<file path="config.mk">
export PLATFORM = sky130hd
export DESIGN_NAME = axi_pattern_master
export DESIGN_NICKNAME = d
export VERILOG_FILES = /design/src/rtl/axi_pattern_master.sv
export SDC_FILE = /design/constraint.sdc
export NUM_CORES = 1
export LEC_CHECK = 0
export BUFFER_PORTS_ARGS = -buffer_cell sky130_fd_sc_hd__buf_2
export CAP_MARGIN = 5
export CORE_AREA = 2 2 203 205
export CTS_CLUSTER_DIAMETER = 150
export CTS_CLUSTER_SIZE = 24
export DETAILED_ROUTE_END_ITERATION = 10
export DIE_AREA = 0 0 205 207
export PLACE_DENSITY = 0.49
export SETUP_SLACK_MARGIN = 0.3
export SLEW_MARGIN = 20
export SYNTH_ARGS = -nofsm -noshare
export SYNTH_HDL_FRONTEND = slang
export SYNTH_SLANG_ARGS = --single-unit
</file>
<file path="constraint.sdc">
create_clock -name i_aclk -period 4.95 [get_ports i_aclk]
set_clock_uncertainty 0.15 [all_clocks]
set_input_delay 0.2475 -clock i_aclk [delete_from_list [all_inputs] [get_ports i_aclk]]
set_output_delay 0.2475 -clock i_aclk [all_outputs]
set_load 0.005 [all_outputs]
</file>
<file path="src/rtl/axi_pattern_master.sv">
// AXI3 single-burst pattern writer/checker, programmed over APB4.
// Ports: i_aclk/i_aresetn, AXI3 AW/W/B/AR/R master, APB4 slave, o_irq.
module axi_pattern_master #(
  parameter int DATA_W = 128,
  parameter int ID_W   = 4,
  parameter int ADDR_W = 32
) (
  input  logic                i_aclk,
  input  logic                i_aresetn,
  output logic                o_irq,
  output logic [ID_W-1:0]     o_awid,
  output logic [ADDR_W-1:0]   o_awaddr,
  output logic [3:0]          o_awlen,
  output logic [2:0]          o_awsize,
  output logic [1:0]          o_awburst,
  output logic [1:0]          o_awlock,
  output logic [3:0]          o_awcache,
  output logic [2:0]          o_awprot,
  output logic                o_awvalid,
  input  logic                i_awready,
  output logic [ID_W-1:0]     o_wid,
  output logic [DATA_W-1:0]   o_wdata,
  output logic [DATA_W/8-1:0] o_wstrb,
  output logic                o_wlast,
  output logic                o_wvalid,
  input  logic                i_wready,
  input  logic [ID_W-1:0]     i_bid,
  input  logic [1:0]          i_bresp,
  input  logic                i_bvalid,
  output logic                o_bready,
  output logic [ID_W-1:0]     o_arid,
  output logic [ADDR_W-1:0]   o_araddr,
  output logic [3:0]          o_arlen,
  output logic [2:0]          o_arsize,
  output logic [1:0]          o_arburst,
  output logic [1:0]          o_arlock,
  output logic [3:0]          o_arcache,
  output logic [2:0]          o_arprot,
  output logic                o_arvalid,
  input  logic                i_arready,
  input  logic [ID_W-1:0]     i_rid,
  input  logic [DATA_W-1:0]   i_rdata,
  input  logic [1:0]          i_rresp,
  input  logic                i_rlast,
  input  logic                i_rvalid,
  output logic                o_rready,
  input  logic                i_psel,
  input  logic                i_penable,
  input  logic [31:0]         i_paddr,
  input  logic                i_pwrite,
  input  logic [31:0]         i_pwdata,
  input  logic [2:0]          i_pprot,
  input  logic [3:0]          i_pstrb,
  output logic [31:0]         o_prdata,
  output logic                o_pready,
  output logic                o_pslverr
);
  localparam int BYTES = DATA_W / 8;
  localparam int LANES = DATA_W / 32;
  localparam int SIZE  = $clog2(BYTES);

  typedef enum logic [2:0] {
    S_IDLE, S_AW, S_W, S_B, S_AR, S_R, S_DONE
  } state_e;

  state_e      state_q, state_d;
  logic [3:0]  beat_q, beat_d;
  logic        mode_q, irqen_q;
  logic [31:0] addr_q, seed_q, miscnt_q;
  logic [3:0]  len_q;
  // {last_err, mismatch, cfg_err, resp_err, done}
  logic [4:0]  sts_q, sts_set;
  logic        cnt_inc;

  logic [7:0]  off;
  logic        acc, busy, mapped, cfg_reg;
  logic        wr_ok, start, cfg_bad, rd_bad;
  logic [4:0]  w1c;
  logic [31:0] pat, bound;
  logic        unused_ok;

  assign unused_ok = ^{i_paddr[31:8], i_pprot, i_pstrb, i_bid, i_rid};

  assign off     = i_paddr[7:0];
  assign acc     = i_psel & i_penable;
  assign busy    = state_q inside {S_AW, S_W, S_B, S_AR, S_R};
  assign mapped  = off inside {8'h00, 8'h04, 8'h08, 8'h0C, 8'h10, 8'h14};
  assign cfg_reg = off inside {8'h00, 8'h04, 8'h08, 8'h0C};

  assign o_pready  = 1'b1;
  assign o_pslverr = acc & (~mapped | (i_pwrite & busy & cfg_reg));
  assign wr_ok     = acc & i_pwrite & ~o_pslverr;
  assign start     = wr_ok & (off == 8'h00) & i_pwdata[0];
  assign w1c       = (wr_ok && off == 8'h10) ? i_pwdata[5:1] : 5'd0;

  always_comb begin
    o_prdata = 32'd0;
    if (acc) begin
      unique case (1'b1)
        off == 8'h00: o_prdata = {29'd0, irqen_q, mode_q, 1'b0};
        off == 8'h04: o_prdata = addr_q;
        off == 8'h08: o_prdata = {28'd0, len_q};
        off == 8'h0C: o_prdata = seed_q;
        off == 8'h10: o_prdata = {26'd0, sts_q, busy};
        off == 8'h14: o_prdata = miscnt_q;
        default:      o_prdata = 32'd0;
      endcase
    end
  end

  // End address of the burst within its 4 KB page.
  assign bound   = {20'd0, addr_q[11:0]} + ((32'(len_q) + 32'd1) << SIZE);
  assign cfg_bad = (addr_q[SIZE-1:0] != '0) | (bound > 32'd4096);

  assign pat = seed_q + {28'd0, beat_q};

  always_comb begin
    rd_bad = 1'b0;
    for (int i = 0; i < LANES; i++) begin
      if (i_rdata[i*32 +: 32] != pat) rd_bad = 1'b1;
    end
  end

  always_comb begin
    state_d = state_q;
    beat_d  = beat_q;
    sts_set = 5'd0;
    cnt_inc = 1'b0;
    unique case (state_q)
      S_IDLE, S_DONE: begin
        if (state_q == S_DONE) state_d = S_IDLE;
        if (start) begin
          if (cfg_bad) begin
            state_d = S_DONE;
            sts_set = 5'b00101;
          end else begin
            state_d = i_pwdata[1] ? S_AR : S_AW;
          end
        end
      end
      S_AW: begin
        if (i_awready) begin
          state_d = S_W;
          beat_d  = 4'd0;
        end
      end
      S_W: begin
        if (i_wready) begin
          if (beat_q == len_q) state_d = S_B;
          else beat_d = beat_q + 4'd1;
        end
      end
      S_B: begin
        if (i_bvalid) begin
          state_d    = S_DONE;
          sts_set[0] = 1'b1;
          sts_set[1] = i_bresp != 2'b00;
        end
      end
      S_AR: begin
        if (i_arready) begin
          state_d = S_R;
          beat_d  = 4'd0;
        end
      end
      S_R: begin
        if (i_rvalid) begin
          sts_set[1] = i_rresp != 2'b00;
          sts_set[3] = rd_bad;
          cnt_inc    = rd_bad;
          sts_set[4] = i_rlast != (beat_q == len_q);
          // A missing rlast still ends the burst after beat LEN.
          if (i_rlast || beat_q == len_q) begin
            state_d    = S_DONE;
            sts_set[0] = 1'b1;
          end else begin
            beat_d = beat_q + 4'd1;
          end
        end
      end
      default: state_d = S_IDLE;
    endcase
  end

  always_ff @(posedge i_aclk) begin
    if (!i_aresetn) begin
      state_q  <= S_IDLE;
      beat_q   <= 4'd0;
      mode_q   <= 1'b0;
      irqen_q  <= 1'b0;
      addr_q   <= 32'd0;
      len_q    <= 4'd0;
      seed_q   <= 32'd0;
      sts_q    <= 5'd0;
      miscnt_q <= 32'd0;
    end else begin
      state_q <= state_d;
      beat_q  <= beat_d;
      if (wr_ok && off == 8'h00) begin
        mode_q  <= i_pwdata[1];
        irqen_q <= i_pwdata[2];
      end
      if (wr_ok && off == 8'h04) addr_q <= i_pwdata;
      if (wr_ok && off == 8'h08) len_q  <= i_pwdata[3:0];
      if (wr_ok && off == 8'h0C) seed_q <= i_pwdata;
      // Hardware set beats a same-cycle software clear.
      sts_q <= sts_set | (sts_q & ~w1c);
      if (start) miscnt_q <= 32'd0;
      else if (cnt_inc && miscnt_q != 32'hFFFF_FFFF)
        miscnt_q <= miscnt_q + 32'd1;
    end
  end

  assign o_irq = sts_q[0] & irqen_q;

  assign o_awid    = '0;
  assign o_awaddr  = ADDR_W'(addr_q);
  assign o_awlen   = len_q;
  assign o_awsize  = 3'(SIZE);
  assign o_awburst = 2'b01;
  assign o_awlock  = 2'b00;
  assign o_awcache = 4'b0011;
  assign o_awprot  = 3'b000;
  assign o_awvalid = state_q == S_AW;

  assign o_wid    = '0;
  assign o_wdata  = {LANES{pat}};
  assign o_wstrb  = '1;
  assign o_wlast  = beat_q == len_q;
  assign o_wvalid = state_q == S_W;
  assign o_bready = state_q == S_B;

  assign o_arid    = '0;
  assign o_araddr  = ADDR_W'(addr_q);
  assign o_arlen   = len_q;
  assign o_arsize  = 3'(SIZE);
  assign o_arburst = 2'b01;
  assign o_arlock  = 2'b00;
  assign o_arcache = 4'b0011;
  assign o_arprot  = 3'b000;
  assign o_arvalid = state_q == S_AR;
  assign o_rready  = state_q == S_R;

endmodule
</file>
# --- After elaboration in Yosys (flattened, before gate mapping) ---
# Index checks and enable logic that the tools add are counted.
op_classes:
  n_addsub: 5
  magnitude_cmp: 1
  n_eq_ne: 28
  n_mux: 37
  n_bitwise: 17
  reduce_logical: 20
ops:
  columns: ["op", "count"]
  rows:
  - ["32-bit case mux with 6 select lines", 1]
  - ["32-bit != test", 4]
  - ["3-bit 2-to-1 mux", 13]
  - ["32-bit by 1-bit adder with 32-bit output (second input constant)", 1]
  - ["32-bit by 4-bit adder with 32-bit output", 1]
  - ["32-bit 2-to-1 mux", 1]
  - ["32-bit != test (second input constant)", 1]
  - ["4-bit 2-to-1 mux", 6]
  - ["3-bit case mux with 6 select lines", 1]
  - ["8-bit by 4-bit == test with 1-bit output (second input constant)", 2]
  - ["8-bit by 5-bit == test with 1-bit output (second input constant)", 2]
  - ["4-bit case mux with 4 select lines", 1]
  - ["12-bit by 9-bit adder with 13-bit output", 1]
  - ["13-bit > comparator (second input constant)", 1]
  - ["4-bit nonzero test", 3]
  - ["2-bit != test (second input constant)", 5]
  - ["1-bit bitwise AND", 9]
  - ["3-bit == test (second input constant)", 3]
  - ["8-bit by 3-bit == test with 1-bit output (second input constant)", 1]
  - ["8-bit logical NOT", 1]
  - ["1-bit 2-to-1 mux", 8]
  - ["2-bit by 1-bit != test with 1-bit output (second input constant)", 4]
  - ["8-bit AND reduction", 1]
  - ["7-bit AND reduction", 1]
  - ["23 further kinds", 36]
word_totals:
  reg_bits: 114
  input_bits: 222
  out_inout_bits: 297
  word_cells: 117

# --- Longest topological paths before layout ---
depth:
  depth_word: 13
  mapped_depth: 15

# --- Least setup slack after synthesis ---
# Ideal clock, no wire load.
synth_timing:
  path_kind: "register to register"
  startpoint: "register beat_q[0]"
  endpoint: "register miscnt_q[28]"
  setup_ns: 0.079
  arrival_time_ns: 3.806
  path_slack_ns: 0.915
  path_stages_with_launch: 15
  n_path_buf: 2
  synth_period_minus_slack_ns: 4.035
  path_cell_list: "dfxtp_1 ha_1 fa_1 a211oi_4 nor2_2 nand4_1 xnor2_1 mux2i_1 or4_1 or4_4 nor4_4 buf_4 buf_6 nor3_1 a211oi_2"
synth_between:
  elab_chain_len: 9
  word_cells_on_any_way: 12
synth_rtl:
  columns: ["element", "line", "rtl"]
  rows:
  - ["start, declared", "67", "logic [3:0] beat_q, beat_d;"]
  - ["start signal, assigned", "198", "beat_q <= beat_d;"]
  - ["32-bit by 4-bit adder with 32-bit output *", "115", "assign pat = seed_q + {28'd0, beat_q};"]
  - ["net o_wdata[22]", "22", "output logic [DATA_W-1:0] o_wdata,"]
  - ["32-bit != test", "120", "if (i_rdata[i*32 +: 32] != pat) rd_bad = 1'b1;"]
  - ["1-bit 2-to-1 mux (3 in a row)", "120", null]
  - ["1-bit 2-to-1 mux *", "120", null]
  - ["1-bit 2-to-1 mux *", "167", "if (i_rvalid) begin"]
  - ["1-bit 2-to-1 mux *", "129", "unique case (state_q)"]
  - ["1-bit logical AND *", "209", "else if (cnt_inc && miscnt_q != 32'hFFFF_FFFF)"]
  - ["end signal, assigned", "210", "miscnt_q <= miscnt_q + 32'd1;"]
  - ["end, declared", "69", "logic [31:0] addr_q, seed_q, miscnt_q;"]
# Mark *: on every way through the listed nets, which the timed path passes. The rest lies on a longest branch.
# A chain may end at the register's enable or synchronous reset.

# --- Worst setup path after layout ---
layout_timing:
  startpoint: "register beat_q[0]"
  endpoint: "register miscnt_q[0]"
layout_between:
  elab_chain_len: 9
  word_cells_on_any_way: 12
layout_rtl:
  columns: ["element", "line"]
  rows:
  - ["32-bit by 4-bit adder with 32-bit output *", "115"]
  - ["32-bit != test", "120"]
  - ["1-bit 2-to-1 mux (3 in a row)", "120"]
  - ["1-bit 2-to-1 mux *", "120"]
  - ["1-bit 2-to-1 mux *", "167"]
  - ["1-bit 2-to-1 mux *", "129"]
  - ["1-bit logical AND *", "209"]
# Mark *: on every way between the ends. The rest lies on a longest branch, timed or not.

==> impl_metrics.py <==
metrics = {
    "sta": {
        "finalSetupViolCount": 0,
        "fin_ws_ns": 0.535,
        "finalCriticalPeriod_ns": 4.41,
        "drv_slew": 0,
        "finalCritPeriodShare_pct": 89.2,
        "hold_violations": 0,
        "setup_tns_ns": 0,
        "slew_headroom_pct": 36.7,
        "max_freq_mhz": 227,
        "worstMarginPinSlew_ns": 0.943,
        "rsz0062_at_grt": "false",
    },
    "global_routing": {
        "antenna_found_initial": 3,
        "grt_pass1_vias": 10095,
        "grt_pass1_wl_um": 61900,
        "grt-ovfl-total": 0,
        "grt_start_max_net_pins": 85,
        "track_usage_pct": 19.2,
    },
    "power": {
        "leakagePower_nw": 5.42,
        "p_sw_mw": 0.547,
        "power.density_mw_per_mm2": 201,
        "p_sw_share_pct": 22.1,
        "power_frac_comb_pct": 8.0,
        "ir_drop_mv": 0.239,
        "power.share.clock_pct": 54.9,
        "p_int_mw": 1.93,
        "p_seq_share_pct": 37.0,
    },
    "cells_and_area": {
        "drive_gt1_share_pct": 32.3,
        "final_cell_mix": "422 x buf_2, 199 x nand2_1, 114 x dfxtp_1, 71 x a21boi_0, 62 x nor2_1",
        "layout_commonest_cell": "buf_2",
        "area_delta_synth_final_pct": 26.7,
        "final_cells": 2148,
        "fin_util_pct": 30.5,
        "fin_nets": 1839,
    },
    "routing": {
        "route.detailed.drc": 0,
        "wl_per_cell_um": 19.9,
        "drt-total-wl_um": 42800,
        "vias": 10502,
        "drt_iter0_drc": 716,
        "via_per_inst": 4.89,
        "first_pass_iters": 5,
        "final_antenna_net_count": 0,
    },
    "clock_tree": {
        "cts.sink_count": 114,
        "clk_latency_ns": 0.43,
        "clock_tree.buffer_depth": 2,
        "cts_buffers": 17,
        "cts_max_level": 4,
        "cts_tree": "built",
        "clkTransAtPathRegs_ns": 0.06,
        "ctsRootBufferMaster": "clkbuf_16",
    },
    "floorplanning": {
        "boundaryPins": 519,
        "coreArea_mm2": 0.0404,
        "start_util_pct": 24.1,
        "dieArea_mm2": 0.0424,
        "die_y_um": 207,
        "die_x_um": 205,
        "rows": 74,
    },
    "placed_design": {
        "dp_cells": 2080,
        "pre_cts_slack_ns": 0.327,
        "globalplace.congestion": 0.890,
        "dp_hpwl_um": 33700,
        "port_buffers": 422,
    },
    "hold_path": {
        "hp-class": "primary input to flop",
        "min_path_cells": 3,
        "min_from": "i_rresp[0]",
        "holdPathEnd": "sts_q[1]",
    },
    "critical_path": {
        "cp-end-kind": "flop",
        "arrival_ns": 4.62,
        "timing_worst_setup_path_type": "flop to flop",
        "worst-r2r-cell-count": 14,
        "cp-start-kind": "flop",
        "r2r_slack_ns": 0.54,
        "r2r-end": "miscnt_q[0]",
        "required_ns": 5.15,
        "crit_fanout": 30,
        "rr_startpoint": "beat_q[0]",
    },
    "yosys": {
        "synth_flop_cell": "dfxtp_1",
        "synth-async-reset-ratio_pct": 0,
        "synth_edf_count": 0,
        "synthDistinctLibCells": 74,
        "syn_avg_cell_area_um2": 7.50,
        "syn-cell-area_mm2": 0.00973,
        "yosysTopAreaCellShare_pct": 23.5,
        "synth_top_cells_by_area": "dfxtp_1 23%, buf_4 15%, nand2_1 7.7%",
        "ys_seq_area_share_pct": 23.5,
        "synth_seq_cells": 114,
        "syn_inst": 1297,
        "ys_warn_count": 0,
        "synth_top_area_cell": "dfxtp_1",
    },
    "status": {
        "outcome": "completed",
    },
    "flow_run": {
        "cap_violations": 0,
    },
}
## final cells by class
cell class	count	area (um^2)
antenna	2	5.00
clock buffer	22	464
sequential	114	2280
multi-input combinational	945	5870
inverter	29	109
tap	532	666
timing repair buffer	494	2750
fill	4384	28000
clock inverter	10	180
## synth_stat cells (12+ instances only)
cell type / n
a21boi_0: 71
a21oi_1: 46
a222oi_1: 28
and3_1: 35
buf_4: 192
clkbuf_1: 64
dfxtp_1: 114
ha_1: 14
inv_1: 29
mux2i_1: 33
nand2_1: 199
nand3_1: 40
nand4_1: 44
nor2_1: 62
nor2b_1: 12
nor3_1: 25
o211ai_1: 12
o21ai_0: 26
or3_1: 26
or4_1: 34
xnor2_1: 30
xor2_1: 17
## logic make-up after synthesis
kind of cell,synth area share [%]
compound gates,18.3
xor+xnor,4.40
fa+ha+maj,2.21
buf+inv,18.9
flops,23.5
mux,4.21
other cells,0.0772
simple gates,28.4
## registers in the layout, indices dropped and copies added (netlist names)
name	cells
beat_q	4
irqen_q	1
miscnt_q	32
mode_q	1
o_araddr	32
o_arlen	4
seed_q	32
state_q	3
sts_q	5
## worst max-delay path by stage
stage                               to  cells after the start       from  slack [ns]
after floorplan           miscnt_q[28]                     14  beat_q[0]        0.91
after global placement        sts_q[3]                     12  beat_q[0]        0.41
after detailed placement      sts_q[3]                     12  beat_q[0]        0.33
after CTS                     sts_q[3]                     12  beat_q[0]        0.32
after global routing       miscnt_q[1]                     15  beat_q[0]        0.29
final                      miscnt_q[0]                     14  beat_q[0]        0.54
## power groups by stage
stage | Sequential, mW | Combinational (mW) | Clock [mW]
5_1_grt | 0.917 | 0.218 | 1.42
3_3_place_gp | 0.938 | 0.174 | 0
6_report | 0.918 | 0.199 | 1.36
2_1_floorplan | 0.938 | 0.0949 | 0
3_5_place_dp | 0.938 | 0.177 | 0
4_1_cts | 0.918 | 0.199 | 1.38
## through the flow
stage / hold WS [ns] / power [mW] / cell area [um^2]
floorplan: 0.242 / 1.03 / 9930
global placement: 0.316 / 1.11 / 11300
detailed placement: 0.335 / 1.11 / 11300
CTS: 0.0336 / 2.50 / 12300
global route: 0.0479 / 2.55 / 12300
finish: 0.0293 / 2.48 / 12300
## critical path: stages (launching register included)
cell       delay, ns
dfxtp_1         0.38
ha_1            0.27
fa_1            0.46
a211oi_4        0.37
or2_4           0.27
nor4_4          0.07
xor2_2          0.22
a2111oi_0       0.41
nand4_1         0.12
or4_1           0.61
nor4_4          0.29
buf_4           0.19
buf_6           0.24
o21ai_0         0.13
a21oi_1         0.15
## routing by layer
layer	GRT usage (%)	vias up	part of all wire (%)
met5	0	-	0.030
met4	7.47	2	3.2
met3	2.80	59	5.3
met2	35.3	398	51
met1	22.2	5011	40
li1	-	5032	-
## what timing repair did
item	4_1_cts	5_1_grt
endpoints found under the setup margin	0	33
hold endpoints to repair	61	0
setup buffers	0	1
hold buffers	32	0
gates resized for setup	0	9
(Power assumes the default switching activity.)
